## src/rtl/segment_page_ctrl_pkg.sv

```systemverilog
// Shared display definitions: page geometry, data width and the page-to-slice mapping.
package segment_page_ctrl_pkg;
   localparam int PAGE_COUNT = 8;
   localparam int PAGE_W     = 4;
   localparam int DATA_W     = 128;
   localparam int SLICE_W    = 16;

   typedef logic [PAGE_W-1:0] page_t;
   typedef logic [DATA_W-1:0] word_t;

   // Page 0 shows bits 127:112, page 7 shows bits 15:0.
   function automatic logic [SLICE_W-1:0] page_slice(word_t w, page_t p);
      word_t sh;
      sh = w << {p[2:0], 4'b0000};
      return sh[DATA_W-1 -: SLICE_W];
   endfunction
endpackage

```

## src/rtl/segment_page_ctrl_if.sv

```systemverilog
// Result handshake bus between the AES core (master) and the page controller (slave).
interface segment_page_ctrl_if;
   import segment_page_ctrl_pkg::*;

   logic  result_valid;
   word_t result_data;
   logic  result_ready;

   modport master (output result_valid, output result_data, input result_ready);
   modport slave  (input result_valid, input result_data, output result_ready);
endinterface

```

## src/rtl/segment_page_ctrl_button.sv

```systemverilog
// Two-flop synchronizer plus stable-level debouncer with a registered rising-edge pulse.
module button_debounce #(
   parameter int DEBOUNCE_CYCLES = 1_000_000
) (
   input  logic clk,
   input  logic rst,
   input  logic raw,
   output logic level,
   output logic rise_pulse
);
   localparam int CNT_W = $clog2(DEBOUNCE_CYCLES);
   localparam logic [CNT_W-1:0] CNT_LAST = CNT_W'(DEBOUNCE_CYCLES - 1);

   logic             raw_meta;
   logic             raw_s;
   logic [CNT_W-1:0] cnt;

   // Synchronize the raw input, then accept a new level only after it has held long enough.
   always_ff @(posedge clk) begin
      if (rst) begin
         raw_meta   <= 1'b0;
         raw_s      <= 1'b0;
         level      <= 1'b0;
         cnt        <= '0;
         rise_pulse <= 1'b0;
      end else begin
         raw_meta   <= raw;
         raw_s      <= raw_meta;
         rise_pulse <= 1'b0;
         if (raw_s != level) begin
            if (cnt == CNT_LAST) begin
               level      <= raw_s;
               cnt        <= '0;
               rise_pulse <= raw_s;
            end else begin
               cnt <= cnt + 1'b1;
            end
         end else begin
            cnt <= '0;
         end
      end
   end
endmodule

```

## src/rtl/segment_page_ctrl.sv

```systemverilog
// Captures AES results, holds them for display and steps the 16-bit page window.
module segment_page_ctrl
   import segment_page_ctrl_pkg::*;
#(
   parameter int DEBOUNCE_CYCLES = 1_000_000,
   parameter int SCROLL_CYCLES   = 100_000_000
) (
   input  logic                clk,
   input  logic                rst,
   segment_page_ctrl_if.slave  result,
   input  logic                freeze,
   input  logic                btn_next,
   input  logic                auto_en,
   output page_t               page,
   output word_t               data,
   output logic                fresh
);
   localparam int SCR_W = $clog2(SCROLL_CYCLES);
   localparam logic [SCR_W-1:0] SCR_LAST  = SCR_W'(SCROLL_CYCLES - 1);
   localparam page_t            PAGE_LAST = page_t'(PAGE_COUNT - 1);

   logic             freeze_meta, freeze_s;
   logic             auto_meta, auto_s;
   logic             press;
   logic             btn_level;
   logic [SCR_W-1:0] scroll_cnt;
   logic             tick;
   logic             capture;
   logic             advance;

   button_debounce #(.DEBOUNCE_CYCLES(DEBOUNCE_CYCLES)) u_btn (
      .clk        (clk),
      .rst        (rst),
      .raw        (btn_next),
      .level      (btn_level),
      .rise_pulse (press)
   );

   assign capture = result.result_valid & result.result_ready;
   assign tick    = auto_s & (scroll_cnt == SCR_LAST);
   assign advance = press | tick;

   // Synchronize the slide switches; ready is a registered copy of the inverted freeze level.
   always_ff @(posedge clk) begin
      if (rst) begin
         freeze_meta         <= 1'b0;
         freeze_s            <= 1'b0;
         auto_meta           <= 1'b0;
         auto_s              <= 1'b0;
         result.result_ready <= 1'b0;
      end else begin
         freeze_meta         <= freeze;
         freeze_s            <= freeze_meta;
         auto_meta           <= auto_en;
         auto_s              <= auto_meta;
         result.result_ready <= ~freeze_s;
      end
   end

   // Dwell timer: any page change (tick, press or capture) restarts the interval.
   always_ff @(posedge clk) begin
      if (rst) begin
         scroll_cnt <= '0;
      end else if (!auto_s || capture || press || tick) begin
         scroll_cnt <= '0;
      end else begin
         scroll_cnt <= scroll_cnt + 1'b1;
      end
   end

   // Capture wins over a same-cycle advance; fresh clears once all pages have been shown.
   always_ff @(posedge clk) begin
      if (rst) begin
         data  <= '0;
         page  <= '0;
         fresh <= 1'b0;
      end else if (capture) begin
         data  <= result.result_data;
         page  <= '0;
         fresh <= 1'b1;
      end else if (advance) begin
         if (page == PAGE_LAST) begin
            page  <= '0;
            fresh <= 1'b0;
         end else begin
            page <= page + 1'b1;
         end
      end
   end
endmodule

```

## src/flat_wrapper.sv

```systemverilog
// flat-port wrapper written by rule: the top's interface ports become plain ports
module segment_page_ctrl_flat import segment_page_ctrl_pkg::*;
#(
   parameter int DEBOUNCE_CYCLES = 1_000_000,
   parameter int SCROLL_CYCLES   = 100_000_000
)
  (clk, rst, freeze, btn_next, auto_en, page, data, fresh, result_result_valid, result_result_data, result_result_ready);
  segment_page_ctrl_if result_i ();
  input  logic clk;
  input  logic rst;
  input  logic freeze;
  input  logic btn_next;
  input  logic auto_en;
  output page_t page;
  output word_t data;
  output logic fresh;
  input wire logic [$bits(result_i.result_valid)-1:0] result_result_valid;
  input wire logic [$bits(result_i.result_data)-1:0] result_result_data;
  output wire logic [$bits(result_i.result_ready)-1:0] result_result_ready;
  assign result_i.result_valid = result_result_valid;
  assign result_i.result_data = result_result_data;
  assign result_result_ready = result_i.result_ready;
  segment_page_ctrl #(.DEBOUNCE_CYCLES(DEBOUNCE_CYCLES), .SCROLL_CYCLES(SCROLL_CYCLES)) u_core (.clk(clk), .rst(rst), .result(result_i), .freeze(freeze), .btn_next(btn_next), .auto_en(auto_en), .page(page), .data(data), .fresh(fresh));
endmodule
```

## config.mk

```make
export PLATFORM = sky130hd
export DESIGN_NAME = segment_page_ctrl_flat
export DESIGN_NICKNAME = d
export VERILOG_FILES = /design/src/rtl/segment_page_ctrl_pkg.sv /design/src/rtl/segment_page_ctrl_if.sv /design/src/rtl/segment_page_ctrl_button.sv /design/src/rtl/segment_page_ctrl.sv /design/src/flat_wrapper.sv
export SDC_FILE = /design/constraint.sdc
export NUM_CORES = 1
export LEC_CHECK = 0
export BUFFER_PORTS_ARGS = -buffer_cell sky130_fd_sc_hd__clkbuf_2
export CAP_MARGIN = 20
export CORE_ASPECT_RATIO = 1.25
export CORE_MARGIN = 2
export CORE_UTILIZATION = 32
export DETAILED_ROUTE_END_ITERATION = 10
export HOLD_SLACK_MARGIN = 0.15
export MAX_ROUTING_LAYER = met4
export SLEW_MARGIN = 30
export SYNTH_ARGS = -nofsm -noshare
export SYNTH_HDL_FRONTEND = slang
export SYNTH_SLANG_ARGS = --single-unit
```

## constraint.sdc

```tcl
create_clock -name clk -period 2.47 [get_ports clk]
set_clock_uncertainty 0.1 [all_clocks]
set_input_delay 0.1235 -clock clk [delete_from_list [all_inputs] [get_ports clk]]
set_output_delay 0.1235 -clock clk [all_outputs]
set_load 0.05 [all_outputs]
```

==> results by group, run 1 <==
Pwr
  – VDD IR max: 0.454 mV
  – P per Cell Area: 654 mW/mm²
  – Leakage: 4.47 nW

Finish
  – Final std cells w/o fill: 1,551
  – Final Instance Area: 0.0108 mm²
  – Area delta synth->final: 52.5%
  – Commonest cells after routing, fill and taps aside: nand2_1, clkbuf_2, dfxtp_1
  – Most common cell after layout, fill and taps aside: nand2_1
  – Final net count: 1,397
  – Antenna Cells: 0
  – Layout cells sized above 1: 0.253
  – Fin util: 0.498

Timing
  – Worst setup margin: 382 ps
  – Final TNS setup: 0 ps
  – Max_slew headroom: 0.383
  – Max Freq: 0.479 GHz
  – Fin crit share: 0.845
  – Setup Viol. Count Final: 0
  – Slew Limit Fails: 0
  – Tmin final: 2090 ps
  – Measured slew at the worst slew-check pin: 925 ps
  – Hold Fails Final Rpt: 0
  – RSZ-0062 raised after global routing: false

GRT
  – Gr ovfl total: 0
  – Largest net degree at the start of global routing: 87
  – Initial antenna violation count: 0
  – First-pass GRT wire length: 34,000 µm
  – Total GRT Usage: 0.189
  – Vias in the first global route: 7,156

Synthesis
  – Yosys warnings: 0
  – Adder-Cell Fraction of Synth Area: 0.00532
  – Register area share after synthesis: 0.536
  – Netlist cell types: 40
  – Synth Cell Area: 0.00706 mm²
  – Post-synthesis mux area share: 0.00425
  – Syn nets: 1,006
  – Xor/xnor share of the synthesized area: 0.0335
  – Largest family of logic cells by synthesized area: simple AND/OR/NAND/NOR gates
  – Synth Area in Simple Gates: 0.257
  – Yosys reg bits: 189
  – Synthesized area per cell: 8.12 µm²
  – Syn Inst Count: 869
  – Compound-Gate Fraction of Synth Area: 0.129

Worst hold path
  – WHS Endpoint: u_core.result.result_ready
  – Hold Path Class: flop to flop
  – HP Start: u_core.freeze_s
  – Hold path depth: 1

Critical path
  – Levels on crit path: 5
  – Critical path arrival: 2360 ps
  – Startpoint types: flop
  – CP Cell Sequence: ha_1 -> nand3_1 -> or4_4 -> or4_1 -> a21oi_1
  – CP Capture Type: flop
  – CP max-delay cell: or4_4
  – Max stage delay on crit path: 630 ps
  – R2R Path End: u_core.scroll_cnt[24]
  – Internal reg-to-reg setup slack: 380 ps
  – RR Startpoint: u_core.scroll_cnt[0]
  – Worst r2r path cells: 5
  – Required time of the critical path: 2740 ps
  – Crit path buffers/inverters: 0
  – CP max FO: 12
  – Kind of critical path: flop to flop
  – Crit path max-delay family: simple AND/OR/NAND/NOR gates

Die
  – Core area: 0.0216 mm²
  – Die X: 137 µm
  – Die area: 0.0233 mm²
  – I/O pins: 268
  – Die Ht: 170 µm
  – Initial Utilization: 0.327
  – Site Rows: 60

Placement
  – Place WS: 388 ps
  – Cells after DPL: 1,372
  – DP HPWL: 14,000 µm
  – Area after DPL: 0.00869 mm²
  – GP Congestion: 0.756
  – Port Buffers: 267

Route
  – Avg Vias per Cell: 4.70
  – Routed via count: 7,296
  – WL/cell: 13.9 µm
  – Detail Route Antenna Nets: 0
  – Initial DRC count: 388
  – DRT Pass-1 Iters: 7
  – Post-route DRC: 0
  – Final WL: 21,600 µm

Clock tree
  – TritonCTS clock tree: done
  – Num CTS Buffers: 17
  – Setup Fix Bufs, Post-CTS: 0
  – Maximum root-to-sink buffer count: 2
  – Root buf cell: clkbuf_16
  – H-tree Lvls: 4
  – Worst-Skew Late Latency: 440 ps
  – CTS clk-pin slew, worst paths: 70 ps
  – Clk sinks: 189

Job
  – Max Cap Viol: 0

Outcome
  – Status: finished, final reports clean
-- worst reg2reg max path, stage by stage, from the launching register on --
cell	delay [ps]
dfxtp_1	390
ha_1	220
nand3_1	130
or4_4	630
or4_1	420
a21oi_1	140
-- cells by family after synthesis --
logic type      after synthesis
compound gates              173
xor+xnor                     27
fa+ha+maj                     3
buf+inv                      65
flops                       189
mux                           3
simple gates                409
-- power breakdown --
group / internal (mW) / total, mW / switching (mW)
Clock: 1.53 / 2.82 / 1.30
Combinational: 0.374 / 1.02 / 0.647
Sequential: 3.15 / 3.20 / 0.0521
-- worst max-delay path by stage --
| stage | endpoint | start |
|---|---|---|
| 6_report | u_core.scroll_cnt[24] | u_core.scroll_cnt[0] |
| 5_1_grt | u_core.scroll_cnt[24] | u_core.scroll_cnt[0] |
| 4_1_cts | u_core.scroll_cnt[24] | u_core.scroll_cnt[0] |
| 3_5_place_dp | u_core.scroll_cnt[24] | u_core.scroll_cnt[0] |
| 3_3_place_gp | u_core.scroll_cnt[24] | u_core.scroll_cnt[0] |
| 2_1_floorplan | u_core.scroll_cnt[16] | u_core.scroll_cnt[0] |
-- metrics by stage --
stage	hold slack, ps	total power, mW
6_report	290	7.05
5_1_grt	306	7.34
4_1_cts	292	7.13
3_5_place_dp	242	4.10
3_3_place_gp	237	4.09
2_1_floorplan	152	3.81
-- metal layers --
layer	global-route usage	vias to the layer above	wire length (µm)
met2	0.316	227	10800
li1	-	3683	-
met4	0.0955	0	932
met5	-	-	0
met3	0.0420	61	1060
met1	0.210	3325	8860
-- cell usage after synthesis --
library cell    n  area [µm²]
nor4_1          5        31.3
a32o_1          1        10.0
or4_4           2        22.5
ha_1            3        37.5
or2_2           1        6.26
nor2_1         37         139
nor4b_1         1        8.76
or4_1           5        37.5
nor2b_1         6        37.5
nand4_1        17         106
clkbuf_1       55         206
or3_2           1        7.51
and2_1          3        18.8
and4_1          8        70.1
a31oi_1         1        6.26
o31ai_1         4        30.0
a21oi_1       148         741
o21ai_0        14        70.1
xor2_1         16         140
buf_6           1        11.3
mux2i_1         3        30.0
dfxtp_1       189        3780
nand2_1       275        1030
o211ai_1        1        7.51
and3_1          6        37.5
o2111ai_2       1        15.0
nor4bb_1        2        20.0
and3b_1         1        8.76
o41a_1          1        11.3
o2111ai_1       1        8.76
inv_1           9        33.8
nand2b_1        1        6.26
or3_1          13        81.3
nor3_1          4        20.0
nand3_1        18        90.1
nand4_2         1        12.5
or4_2           1        8.76
xnor2_1        11        96.3
a31o_2          1        8.76
and4_2          1        10.0
-- flip-flops by register name (all words and copies together), names as in the netlist --
signal	cells
u_core.auto_s	1
u_core.freeze_s	1
u_core.fresh	1
u_core.u_btn.raw_s	1
u_core.result.result_ready	1
u_core.auto_meta	1
u_core.data	128
u_core.page	4
u_core.u_btn.rise_pulse	1
u_core.freeze_meta	1
u_core.scroll_cnt	27
u_core.u_btn.raw_meta	1
u_core.u_btn.level	1
u_core.u_btn.cnt	20
-- timing repair --
item,CTS,global route
resized for setup,0,0
hold endpoints to repair,151,0
hold buffers,148,0
-- area by class of cell --
cell class              count  area (µm²)
clock buffers              17         425
clock inverters            14         175
fillers                  2086       10900
inverters                   9        33.8
multi-input cells         615        3040
flip-flops and latches    189        3780
well taps                 279         349
repair buffers            428        2970
No activity file was read; power rests on OpenSTA's default activity.
==> inputs of run 2 (changes only) <==
- clock period: 2.47 -> 2 ns (I/O delays scaled with it)
==> run 2 against run 1 <==
- clock-buffer cell count is 1 higher
- first-iteration DRC count fell by 0.26%
- critical path depth unchanged
- non-clock buffer count increased by 88
- clock power grew 34%
- largest power group unchanged
- sequential share of layout area fell by 3.0 points
==> results by group, run 2 (synthesis results as in run 1) <==
Finish
  – Fin util: 0.546
  – Antenna Cells: 0
  – Final net count: 1,488
  – Most common cell after layout, fill and taps aside: nand2_1
  – Most flops, register: u_core.data
  – Max reg flops: 128
  – Area delta synth->final: 67.1%
  – Commonest cells after routing, fill and taps aside: nand2_1, clkbuf_2, dlygate4sd3_1
  – Final std cells w/o fill: 1,643
  – Top Registers: u_core.data: 128 flops, u_core.scroll_cnt: 27 flops, u_core.u_btn.cnt: 20 flops
  – Layout cells sized above 1: 0.260

Placement
  – Place WS: 23.4 ps
  – Port Buffers: 267
  – Cells after DPL: 1,385
  – GP Congestion: 0.792
  – DP HPWL: 13,800 µm

Pwr
  – VDD IR max: 0.553 mV
  – Switch share: 0.273
  – NetSw: 2.49 mW
  – Gate power share: 0.152
  – Leakage: 5.04 nW
  – Sequential power share: 0.434
  – Clock power frac: 0.414
  – Power Internal: 6.62 mW
  – P per Cell Area: 773 mW/mm²

Route
  – DRT Pass-1 Iters: 4
  – Initial DRC count: 387
  – WL/cell: 14.4 µm
  – Avg Vias per Cell: 4.74
  – Routed via count: 7,790
  – Final WL: 23,600 µm
  – Detail Route Antenna Nets: 0
  – Post-route DRC: 0

Critical path
  – Critical path arrival: 2210 ps
  – RR Startpoint: u_core.result.result_ready
  – Crit path max-delay family: buffers and inverters
  – CP max-delay cell: dlygate4sd3_1
  – R2R Path End: u_core.data[31]
  – CP Cell Sequence: and2_4 -> buf_16 -> nand2_1 -> a21oi_1 -> dlygate4sd3_1
  – Startpoint types: flop
  – Kind of critical path: flop to flop
  – Worst r2r path cells: 5
  – Max stage delay on crit path: 590 ps
  – Internal reg-to-reg setup slack: 60 ps
  – CP Capture Type: flop
  – Crit path buffers/inverters: 2
  – Required time of the critical path: 2270 ps
  – CP max FO: 48

Die
  – Die Ht: 170 µm
  – Die X: 137 µm
  – Core area: 0.0216 mm²
  – Die area: 0.0233 mm²
  – I/O pins: 268
  – Initial Utilization: 0.327
  – Site Rows: 60

Clock tree
  – Root buf cell: clkbuf_16
  – Worst-Skew Late Latency: 430 ps
  – H-tree Lvls: 4
  – TritonCTS clock tree: done
  – CTS clk-pin slew, worst paths: 70 ps
  – Clk sinks: 189
  – Num CTS Buffers: 17
  – Maximum root-to-sink buffer count: 2

Timing
  – Tmin final: 1940 ps
  – Worst setup margin: 59.3 ps
  – Hold Fails Final Rpt: 0
  – Setup Viol. Count Final: 0
  – Fin crit share: 0.970
  – Max Freq: 0.515 GHz
  – Max_slew headroom: 0.684
  – Measured slew at the worst slew-check pin: 474 ps
  – Slew Limit Fails: 0

Worst hold path
  – HP Start: u_core.freeze_s
  – WHS Endpoint: u_core.result.result_ready
  – Hold path depth: 1
  – Hold Path Class: flop to flop

GRT
  – Vias in the first global route: 7,593
  – Largest net degree at the start of global routing: 94
  – First-pass GRT wire length: 36,300 µm
  – Gr ovfl total: 0
  – Total GRT Usage: 0.200
  – Initial antenna violation count: 0

Outcome
  – Status: finished, final reports clean

Job
  – Max Cap Viol: 0
==> run 2: cell count changes in the layout (fill, tap and decap cells not counted), sizes merged, moves of 2 or more <==
cell | before | now
buf | 14 | 31
or4 | 8 | 10
bufinv | 2 | 4
clkbuf | 283 | 285
dlygate4sd3 | 148 | 218
==> run 2: layout make-up <==
cell class                      instances  area, µm²
Clock buffer                           18        439
Clock inverter                         14        219
Multi-Input combinational cell        618       3090
Tap cell                              279        349
Inverter                                9       33.8
Sequential cell                       189       3790
Fill cell                            1926       9820
Timing Repair Buffer                  516       3870
==> run 2: power by group through the flow <==
stage               logic, mW  clock network, mW  registers (mW)
floorplan               0.257                  0            4.45
global placement         1.03                  0            4.03
detailed placement       1.03                  0            4.04
CTS                      1.34               3.86            3.95
global route             1.47               4.01            3.97
finish                   1.38               3.77            3.96
==> run 2: metal layers <==
metal  share of wire  global-route usage
met2            0.51               0.338
met3           0.051              0.0390
met4           0.035              0.0910
met1            0.41               0.226
met5               0                   -
==> run 2: through the flow <==
step	area (µm²)	power [mW]	setup TNS, ps	hold slack (ps)
final	11800	9.12	0	280
after global routing	11800	9.46	-4.15	304
after CTS	11700	9.15	0	292
after detailed placement	8820	5.07	0	218
after global placement	8820	5.06	0	219
after floorplan	7060	4.71	0	128
==> run 2: worst register-to-register path, stage by stage (launching register included) <==
cell           delay, ps
dfxtp_2              410
and2_4               280
buf_16               230
nand2_1              130
a21oi_1              150
dlygate4sd3_1        590
==> run 2: worst max path at each step <==
stage,from,endpoint,depth (start not counted)
floorplan,u_core.scroll_cnt[0],u_core.scroll_cnt[16],6
finish,u_core.result.result_ready,u_core.data[31],5
global placement,u_core.scroll_cnt[0],u_core.scroll_cnt[24],5
detailed placement,u_core.scroll_cnt[0],u_core.scroll_cnt[24],5
CTS,u_core.result.result_ready,u_core.data[7],5
global route,u_core.scroll_cnt[0],u_core.scroll_cnt[24],5
==> run 2: what timing repair did <==
action                                  4_1_cts  5_1_grt
hold buffers                                218        0
resized for setup                             0       15
buffers inserted                              0        4
endpoints found under the setup margin        0       64
hold endpoints to repair                    167        0
